$ cat config.mk
export PLATFORM = sky130hd
export DESIGN_NAME = button_reset_ctrl_flat
export DESIGN_NICKNAME = d
export VERILOG_FILES = /design/src/rtl/button_reset_ctrl_if.sv /design/src/rtl/button_reset_ctrl.sv /design/src/flat_wrapper.sv
export SDC_FILE = /design/constraint.sdc
export NUM_CORES = 1
export LEC_CHECK = 0
export CORE_UTILIZATION = 43
export DETAILED_ROUTE_END_ITERATION = 10
export PLACE_DENSITY = 0.59
export SETUP_SLACK_MARGIN = 0.02
export SLEW_MARGIN = 25
export SYNTH_ARGS = -nofsm -noshare
export SYNTH_HDL_FRONTEND = slang
export SYNTH_SLANG_ARGS = --single-unit
$ cat constraint.sdc
create_clock -name clk -period 3.9 [get_ports clk]
set_clock_uncertainty 0.2 [all_clocks]
set_input_delay 0.78 -clock clk [delete_from_list [all_inputs] [get_ports clk]]
set_output_delay 0.78 -clock clk [all_outputs]
set_load 0.01 [all_outputs]
$ cat src/rtl/button_reset_ctrl_if.sv
// Signal bundle between button_reset_ctrl (slave) and the board/CPU side (master).
interface button_reset_ctrl_if;
  logic [2:0] BUTTON;
  logic       cpuNRst;
  logic [2:0] btnLevel;
  logic [2:0] btnPress;
  logic [1:0] state;

  modport master (output BUTTON, input cpuNRst, btnLevel, btnPress, state);
  modport slave  (input BUTTON, output cpuNRst, btnLevel, btnPress, state);
endinterface

$ cat src/rtl/button_reset_ctrl.sv
// Debounces three active-low buttons and drives cpuNRst through a HALT/RUN/PULSE FSM.
// Define POWERON_RUN_EN to come out of reset in RUN instead of HALT.
module button_reset_ctrl #(
  parameter int unsigned DEBOUNCE_CYCLES = 500000,
  parameter int unsigned CNT_W           = 20,
  parameter int unsigned RST_HOLD_CYCLES = 16
) (
  input logic                clk,
  input logic                nRst,
  button_reset_ctrl_if.slave bus
);

  typedef enum logic [1:0] {
    StHalt  = 2'b00,
    StRun   = 2'b01,
    StPulse = 2'b10
  } state_e;

`ifdef POWERON_RUN_EN
  localparam state_e ResetState = StRun;
`else
  localparam state_e ResetState = StHalt;
`endif

  localparam logic [CNT_W-1:0] DbLast   = CNT_W'(DEBOUNCE_CYCLES - 1);
  localparam logic [CNT_W-1:0] HoldLast = CNT_W'(RST_HOLD_CYCLES - 1);
  localparam logic [CNT_W-1:0] CntMax   = {CNT_W{1'b1}};

  logic [2:0]       r_sync1, r_sync2;
  logic [2:0]       r_level, w_level_next;
  logic [2:0]       r_press, w_press_next;
  logic [CNT_W-1:0] r_dbcnt      [3];
  logic [CNT_W-1:0] w_dbcnt_next [3];

  state_e           r_state, w_state_next;
  logic [CNT_W-1:0] r_hold, w_hold_next;
  logic             r_cpu_nrst;

  // Level flips on the cycle the counter would reach DEBOUNCE_CYCLES; press is registered with it
  // so the edge-to-press latency is exactly DEBOUNCE_CYCLES+2.
  always_comb begin
    w_level_next = r_level;
    for (int i = 0; i < 3; i++) begin
      w_dbcnt_next[i] = '0;
      if (r_sync2[i] != r_level[i]) begin
        if (r_dbcnt[i] >= DbLast) begin
          w_level_next[i] = r_sync2[i];
        end else if (r_dbcnt[i] != CntMax) begin
          w_dbcnt_next[i] = r_dbcnt[i] + CNT_W'(1);
        end else begin
          w_dbcnt_next[i] = r_dbcnt[i];
        end
      end
    end
  end

  assign w_press_next = r_level & ~w_level_next;

  always_ff @(posedge clk or negedge nRst) begin
    if (!nRst) begin
      r_sync1 <= '1;
      r_sync2 <= '1;
      r_level <= '1;
      r_press <= '0;
      for (int i = 0; i < 3; i++) begin
        r_dbcnt[i] <= '0;
      end
    end else begin
      r_sync1 <= bus.BUTTON;
      r_sync2 <= r_sync1;
      r_level <= w_level_next;
      r_press <= w_press_next;
      for (int i = 0; i < 3; i++) begin
        r_dbcnt[i] <= w_dbcnt_next[i];
      end
    end
  end

  // Press priority: halt > run > pulse.
  always_comb begin
    w_state_next = r_state;
    w_hold_next  = r_hold;
    unique case (r_state)
      StHalt: begin
        if (!r_press[1] && r_press[0]) begin
          w_state_next = StRun;
        end
      end
      StRun: begin
        if (r_press[1]) begin
          w_state_next = StHalt;
        end else if (!r_press[0] && r_press[2]) begin
          w_state_next = StPulse;
          w_hold_next  = '0;
        end
      end
      StPulse: begin
        if (r_press[1]) begin
          w_state_next = StHalt;
        end else if (r_hold >= HoldLast) begin
          w_state_next = StRun;
        end else if (r_hold != CntMax) begin
          w_hold_next = r_hold + CNT_W'(1);
        end
      end
      default: w_state_next = StHalt;
    endcase
  end

  always_ff @(posedge clk or negedge nRst) begin
    if (!nRst) begin
      r_state    <= ResetState;
      r_hold     <= '0;
      r_cpu_nrst <= 1'b0;
    end else begin
      r_state    <= w_state_next;
      r_hold     <= w_hold_next;
      r_cpu_nrst <= (w_state_next == StRun);
    end
  end

  assign bus.cpuNRst  = r_cpu_nrst;
  assign bus.btnLevel = r_level;
  assign bus.btnPress = r_press;
  assign bus.state    = r_state;

endmodule

$ cat src/flat_wrapper.sv
// flat-port wrapper written by rule: the top's interface ports become plain ports
module button_reset_ctrl_flat 
#(
  parameter int unsigned DEBOUNCE_CYCLES = 500000,
  parameter int unsigned CNT_W           = 20,
  parameter int unsigned RST_HOLD_CYCLES = 16
)
  (clk, nRst, bus_BUTTON, bus_cpuNRst, bus_btnLevel, bus_btnPress, bus_state);
  button_reset_ctrl_if bus_i ();
  input logic clk;
  input logic nRst;
  input wire logic [$bits(bus_i.BUTTON)-1:0] bus_BUTTON;
  output wire logic [$bits(bus_i.cpuNRst)-1:0] bus_cpuNRst;
  output wire logic [$bits(bus_i.btnLevel)-1:0] bus_btnLevel;
  output wire logic [$bits(bus_i.btnPress)-1:0] bus_btnPress;
  output wire logic [$bits(bus_i.state)-1:0] bus_state;
  assign bus_i.BUTTON = bus_BUTTON;
  assign bus_cpuNRst = bus_i.cpuNRst;
  assign bus_btnLevel = bus_i.btnLevel;
  assign bus_btnPress = bus_i.btnPress;
  assign bus_state = bus_i.state;
  button_reset_ctrl #(.DEBOUNCE_CYCLES(DEBOUNCE_CYCLES), .CNT_W(CNT_W), .RST_HOLD_CYCLES(RST_HOLD_CYCLES)) u_core (.clk(clk), .nRst(nRst), .bus(bus_i));
endmodule
# Word-level counts from Yosys, hierarchy flattened
# Cells that the tools add are included.
[totals]
reg_bits = 95
input_bits = 5
[classes]
n_lt_le_gt_ge = 4
mux = 27
eq_ne = 18
add_sub_neg = 4
bitwise = 2
n_reduce_logical = 7
[ops]
columns = ["op", "count"]
rows = [
  ["20-bit 2-to-1 mux", 14],
  ["20-bit by 1-bit adder with 20-bit output (second input constant)", 4],
  ["20-bit inequality test (second input constant)", 4],
  ["20-bit by 19-bit >= comparator with 1-bit output (second input constant)", 3],
  ["20-bit case mux with 2 select lines", 1],
  ["20-bit by 4-bit >= comparator with 1-bit output (second input constant)", 1],
  ["2-bit 2-to-1 mux", 5],
  ["3-bit inequality test (second input constant)", 3],
  ["1-bit 2-to-1 mux", 6],
  ["2-bit inequality test (second input constant)", 3],
  ["2-bit case mux with 3 select lines", 1],
  ["6-bit AND reduction", 1],
  ["2-bit by 1-bit == test with 1-bit output (second input constant)", 2],
  ["2-bit by 1-bit inequality test with 1-bit output (second input constant)", 2],
  ["3-bit AND", 1],
  ["1-bit inequality test", 3],
  ["3-bit inverter", 1],
  ["2-bit == test (second input constant)", 1],
  ["1-bit logical AND", 2],
  ["1-bit logical NOT", 2],
  ["2-bit logical NOT", 1],
  ["2-bit nonzero test", 1],
]

# Logic depth before layout (Yosys ltp)
[depth]
ltp_word = 6
mapped_depth = 7

# Worst setup path after synthesis
# OpenSTA, ideal clock, no wires.
[synth_path]
path_kind = "reg-to-reg"
from = "reg u_core.r_dbcnt[20] (netlist bit)"
to = "reg u_core.r_dbcnt[32] (netlist bit)"
path_slack_ps = 1836
n_path_buf = 1
period_less_slack_ps = 2064
t_required_ps = 3601
t_arrival_ps = 1764
path_stages_with_launch = 8
cell_sequence = "dfrtp_1 ha_1 and4_1 o41ai_1 a31oi_1 or2_1 buf_2 a311oi_1"
[synth_via]
elab_chain_len = 4
[synth_rtl]
columns = ["element", "line_no", "rtl"]
rows = [
  ["from (decl)", "button_reset_ctrl.sv:32", "logic [CNT_W-1:0] r_dbcnt [3];"],
  ["from (signal, indexed assignment)", "button_reset_ctrl.sv:74", "r_dbcnt[i] <= w_dbcnt_next[i];"],
  ["20-bit by 1-bit adder with 20-bit output", "button_reset_ctrl.sv:49", "w_dbcnt_next[i] = r_dbcnt[i] + CNT_W'(1);"],
  ["20-bit 2-to-1 mux", "button_reset_ctrl.sv:48", "end else if (r_dbcnt[i] != CntMax) begin"],
  ["20-bit 2-to-1 mux", "button_reset_ctrl.sv:46", "if (r_dbcnt[i] >= DbLast) begin"],
  ["20-bit 2-to-1 mux", "button_reset_ctrl.sv:45", "if (r_sync2[i] != r_level[i]) begin"],
]
# Several ways; a longest one is shown, not always the timed one. The select of a mux whose other input is x is not followed.
# A chain may end at the register's enable or synchronous reset.

# Worst setup path after layout
[layout_path]
from = "reg u_core.r_level[1], in the netlist u_core.bus.btnLevel[1]"
to = "out bus_btnLevel[1]"
[layout_lines]
columns = ["element", "line_no", "rtl"]
rows = [
  ["from (decl)", "button_reset_ctrl.sv:30", "logic [2:0] r_level, w_level_next;"],
  ["from (signal assigned)", "button_reset_ctrl.sv:71", "r_level <= w_level_next;"],
  ["to (decl)", "flat_wrapper.sv:14", "output wire logic [$bits(bus_i.btnLevel)-1:0] bus_btnLevel;"],
]
# No word-level cell between the ends.

==> metrics.md <==
| Metric | Value |
|---|---|
| Outcome | finished clean |
| Headroom to the max-slew limit | 0.4921 |
| Flop and latch count out of synthesis | 95 |
| Syn. warnings | 0 |
| Post-synthesis sequential area ratio | 0.5384 |
| Antenna Cells | 0 |
| Power, Total | 1.846 mW |
| Die span in x | 103.6 um |
| WL/cell | approximately 14 um |
| Post-Syn Area | 4437 um^2 |
| # fillers | 919 |
| Final Setup Violations | 0 |
| Core Region | 9864 um^2 |
| FF-to-FF Start | u_core.r_dbcnt[20]$_DFFE_PN0P_ |
| Initial antenna violation count | 0 |
| Hold WS | roughly 0.16 ns |
| Residual DRC count | 0 |
| CP Class | reg2out |
| DIE HEIGHT | 103.6 um |
| HP Class | reg2reg |
| CP Max Fanout | 5 |
| Placer Congestion | ~0.84 |
| Hold-fix buffers, CTS | 0 |
| Buf+Inv Stages, Crit Path | 1 |
| Remaining antenna violation count after routing | 0 |
| Synthesis-to-finish area growth | 10.63% |
| Top FF cell, synth | dfrtp_1 |
| # nets final | 460 |
| Tot GR Track Use | 0.1740 |
| Vias in the first global route | 3157 |
| Worst Setup EP | bus_btnLevel[1] |
| Final worst path period need | 2.510 ns |
| CP Data Arrival Time | around 1.5 ns |
| Synth Instances | between 400 and 500 |
| H-tree depth | 3 |
| Type of origin of the critical path | flip-flop |
| RSZ-0062 raised after global routing | false |
| Initial Utilization | 0.4498 |
| TNS Setup | 0 ns |
| CTS tree | done |
| Slowest cell on crit path | dfstp_2 |
| R2r worst-path depth | 6 |
| Area of placed instances | 4722 um^2 |
| Die ar. | about 11000 um^2 |
| WP data required | approximately 2.9 ns |
| Worst setup margin | 1.390 ns |
| Port buffer count | 13 |
| Largest net degree at the start of global routing | 53 |
| Final worst-path cycle share | 0.6437 |
| Postcts setup bufs | 0 |
| GRT Residual Overflow | 0 |
| Flop2flop setup slack | 1.41 ns |
| Worst-Margin Slew | 0.7619 ns |
| Layout cells sized above 1 | 0.1009 |
| Clk_lat worst skew | 0.37 ns |
| Fin. Hold Viols | 0 |
| Dpl hpwl | 5632 um |
| I/O Pins | 14 |
| Worst slack at placement | 1.432 ns |
| F_max | 0.3984 GHz |
| CTS buffer count | 9 |
| Routed WL | roughly 8500 um |
| Final instance area | 4908 um^2 |
| First-pass GRT wire length | around 15000 um |
| Mean number of vias per cell | 5.499 |
| CTS sink cnt | between 90 and 100 |
| Worst IR Drop VDD | 0.2523 mV |
| R2r endpoint | u_core.bus.btnLevel[1]$_DFF_PN1_ |
| CP endpoint kind | output port |
| EDFF count, synth | 0 |
| Mapped Avg Cell Area | 10.29 um^2 |
| Vias | 3239 |
| Static Leak | 2.005 nW |
| PD cells | 376.0 nW/um^2 |
| CP Launch Point | u_core.bus.btnLevel[1]$_DFF_PN1_ |
| Ys async rst share | 1.000 |
| Post-cts sizing count | 0 |
| Max-cap violation count | 0 |
| Cell family with most CP delay | flip-flops |
| Library cells used by synthesis | between 40 and 50 |
| Clock Pin Slew Worst Setup and Hold Paths | about 0.09 ns |
| Core Rows | 36 |
| Root buffer cell | clkbuf_8 |
| Max Buffers Root-to-Sink | 2 |
| DR iter-0 viols | 179 |
| Worst stage delay on the critical path | a little over 0.6 ns |
| Final-report max-slew violation count | 0 |
| Critical path cell sequence | clkdlybuf4s50_1 |
| 1st-pass router iterations | 4 |
| Critical path depth in cells | 1 |
## through the flow
| step | util | cells |
|---|---|---|
| 6_report | 0.4976 | 589 |
| 5_1_grt | 0.4976 | 589 |
| 4_1_cts | 0.4976 | 589 |
| 3_5_place_dp | 0.4787 | 573 |
| 3_3_place_gp | 0.4787 | 573 |
| 2_1_floorplan | - | 433 |
## layout by cell type (no fill, tap or decap), types with 4 or more instances in the layout
cell type        instances
a21oi_1                 12
a311oi_1                 4
a31oi_1                 12
and3_1                  11
and4_1                   6
buf_4                    5
clkbuf_8                 9
clkdlybuf4s50_1         12
dfrtp_1                 86
dfstp_2                  9
ha_1                     4
inv_1                    4
nand2_1                 23
nand3_1                 33
nand3b_1                 5
nand4_1                 16
nor2_1                  55
nor2b_1                 16
nor3_1                  17
nor4_1                   9
o211ai_1                 5
o21ai_0                 11
or3_1                    5
xnor2_1                 13
xor2_1                  23
## per-layer routing
metal / GRT usage / routed length [um]
met5: 0 / 0
met2: 0.2723 / 3830
met3: 0.04216 / 243
met1: 0.2346 / 4280
met4: 0.06418 / 121
## cell families after synthesis
| group | Yosys count | synth area share |
|---|---|---|
| xor+xnor | 37 | 0.07473 |
| simple gates | 218 | 0.2623 |
| buf+inv | 14 | 0.01523 |
| compound gates | 57 | 0.08517 |
| fa+ha+maj | 4 | 0.01128 |
| other cells | 1 | 0.0008452 |
| flops | 95 | 0.5384 |
| mux | 5 | 0.01213 |
## flip-flops by register name, indices dropped and copies added, names as in the netlist
| register | flops |
|---|---|
| u_core.bus.btnLevel | 3 |
| u_core.bus.cpuNRst | 1 |
| u_core.r_sync1 | 3 |
| u_core.r_sync2 | 3 |
| u_core.r_dbcnt | 60 |
| u_core.bus.btnPress | 3 |
| u_core.bus.state | 2 |
| u_core.r_hold | 20 |
## power breakdown
part           switching [mW]  total (mW)  internal (mW)
combinational          0.0976       0.165         0.0678
clock                   0.377       0.622          0.245
sequential             0.0339        1.06           1.02
total                   0.509        1.85           1.34
## worst min-delay path by stage
stage,startpoint,endpoint,slack [ns],cells past startpoint
2_1_floorplan,u_core.r_sync1[0]$_DFF_PN1_,u_core.r_sync2[0]$_DFF_PN1_,0.15,0
3_3_place_gp,u_core.r_sync1[1]$_DFF_PN1_,u_core.r_sync2[1]$_DFF_PN1_,0.15,0
3_5_place_dp,u_core.r_sync1[1]$_DFF_PN1_,u_core.r_sync2[1]$_DFF_PN1_,0.15,0
4_1_cts,u_core.r_sync1[1]$_DFF_PN1_,u_core.r_sync2[1]$_DFF_PN1_,0.16,0
5_1_grt,u_core.r_sync1[1]$_DFF_PN1_,u_core.r_sync2[1]$_DFF_PN1_,0.17,0
6_report,u_core.r_sync1[0]$_DFF_PN1_,u_core.r_sync2[0]$_DFF_PN1_,0.16,0
## synthesized netlist by cell type, types with 2 or more instances
| library cell | instances | area [um^2] |
|---|---|---|
| o21ai_0 | 11 | 55.05 |
| nand4_1 | 16 | 100.1 |
| clkbuf_1 | 5 | 18.77 |
| o41ai_1 | 2 | 17.52 |
| nor3_2 | 3 | 30.03 |
| a21oi_1 | 12 | 60.06 |
| inv_1 | 4 | 15.01 |
| and4_1 | 6 | 52.55 |
| a311oi_1 | 4 | 35.03 |
| and3_4 | 2 | 22.52 |
| mux2_1 | 3 | 33.78 |
| or3_1 | 5 | 31.28 |
| xnor2_1 | 13 | 113.9 |
| a31oi_1 | 12 | 75.07 |
| and3_1 | 11 | 68.82 |
| nand3_1 | 33 | 165.2 |
| a211oi_2 | 2 | 25.02 |
| xor2_1 | 23 | 201.4 |
| o211ai_1 | 5 | 37.54 |
| ha_1 | 4 | 50.05 |
| nor2b_1 | 16 | 100.1 |
| nor3_1 | 17 | 85.08 |
| dfstp_2 | 9 | 236.5 |
| dfrtp_1 | 86 | 2152 |
| buf_2 | 3 | 15.01 |
| nor3b_1 | 3 | 22.52 |
| nor2_1 | 55 | 206.5 |
| nand2b_1 | 3 | 18.77 |
| nand3b_1 | 5 | 37.54 |
| nor4_1 | 10 | 62.56 |
| or2_2 | 3 | 18.77 |
| a211oi_1 | 3 | 22.52 |
| nand2_1 | 23 | 86.33 |
| o21ai_1 | 2 | 10.01 |
| or4_1 | 2 | 15.01 |
| mux2i_1 | 2 | 20.02 |
| nand2_2 | 2 | 12.51 |
## final cells by class
cell class	count	area [um^2]	area share
Clock buffer	9	123.9	0.02524
Clock inverter	7	62.56	0.01275
Inverter	4	15.01	0.003059
Multi-Input combinational cell	324	1994	0.4063
Sequential cell	95	2389	0.4866
Tap cell	133	166.4	0.03390
Timing Repair Buffer	17	157.7	0.03212
Note: power is estimated with default switching activity, not from simulation.
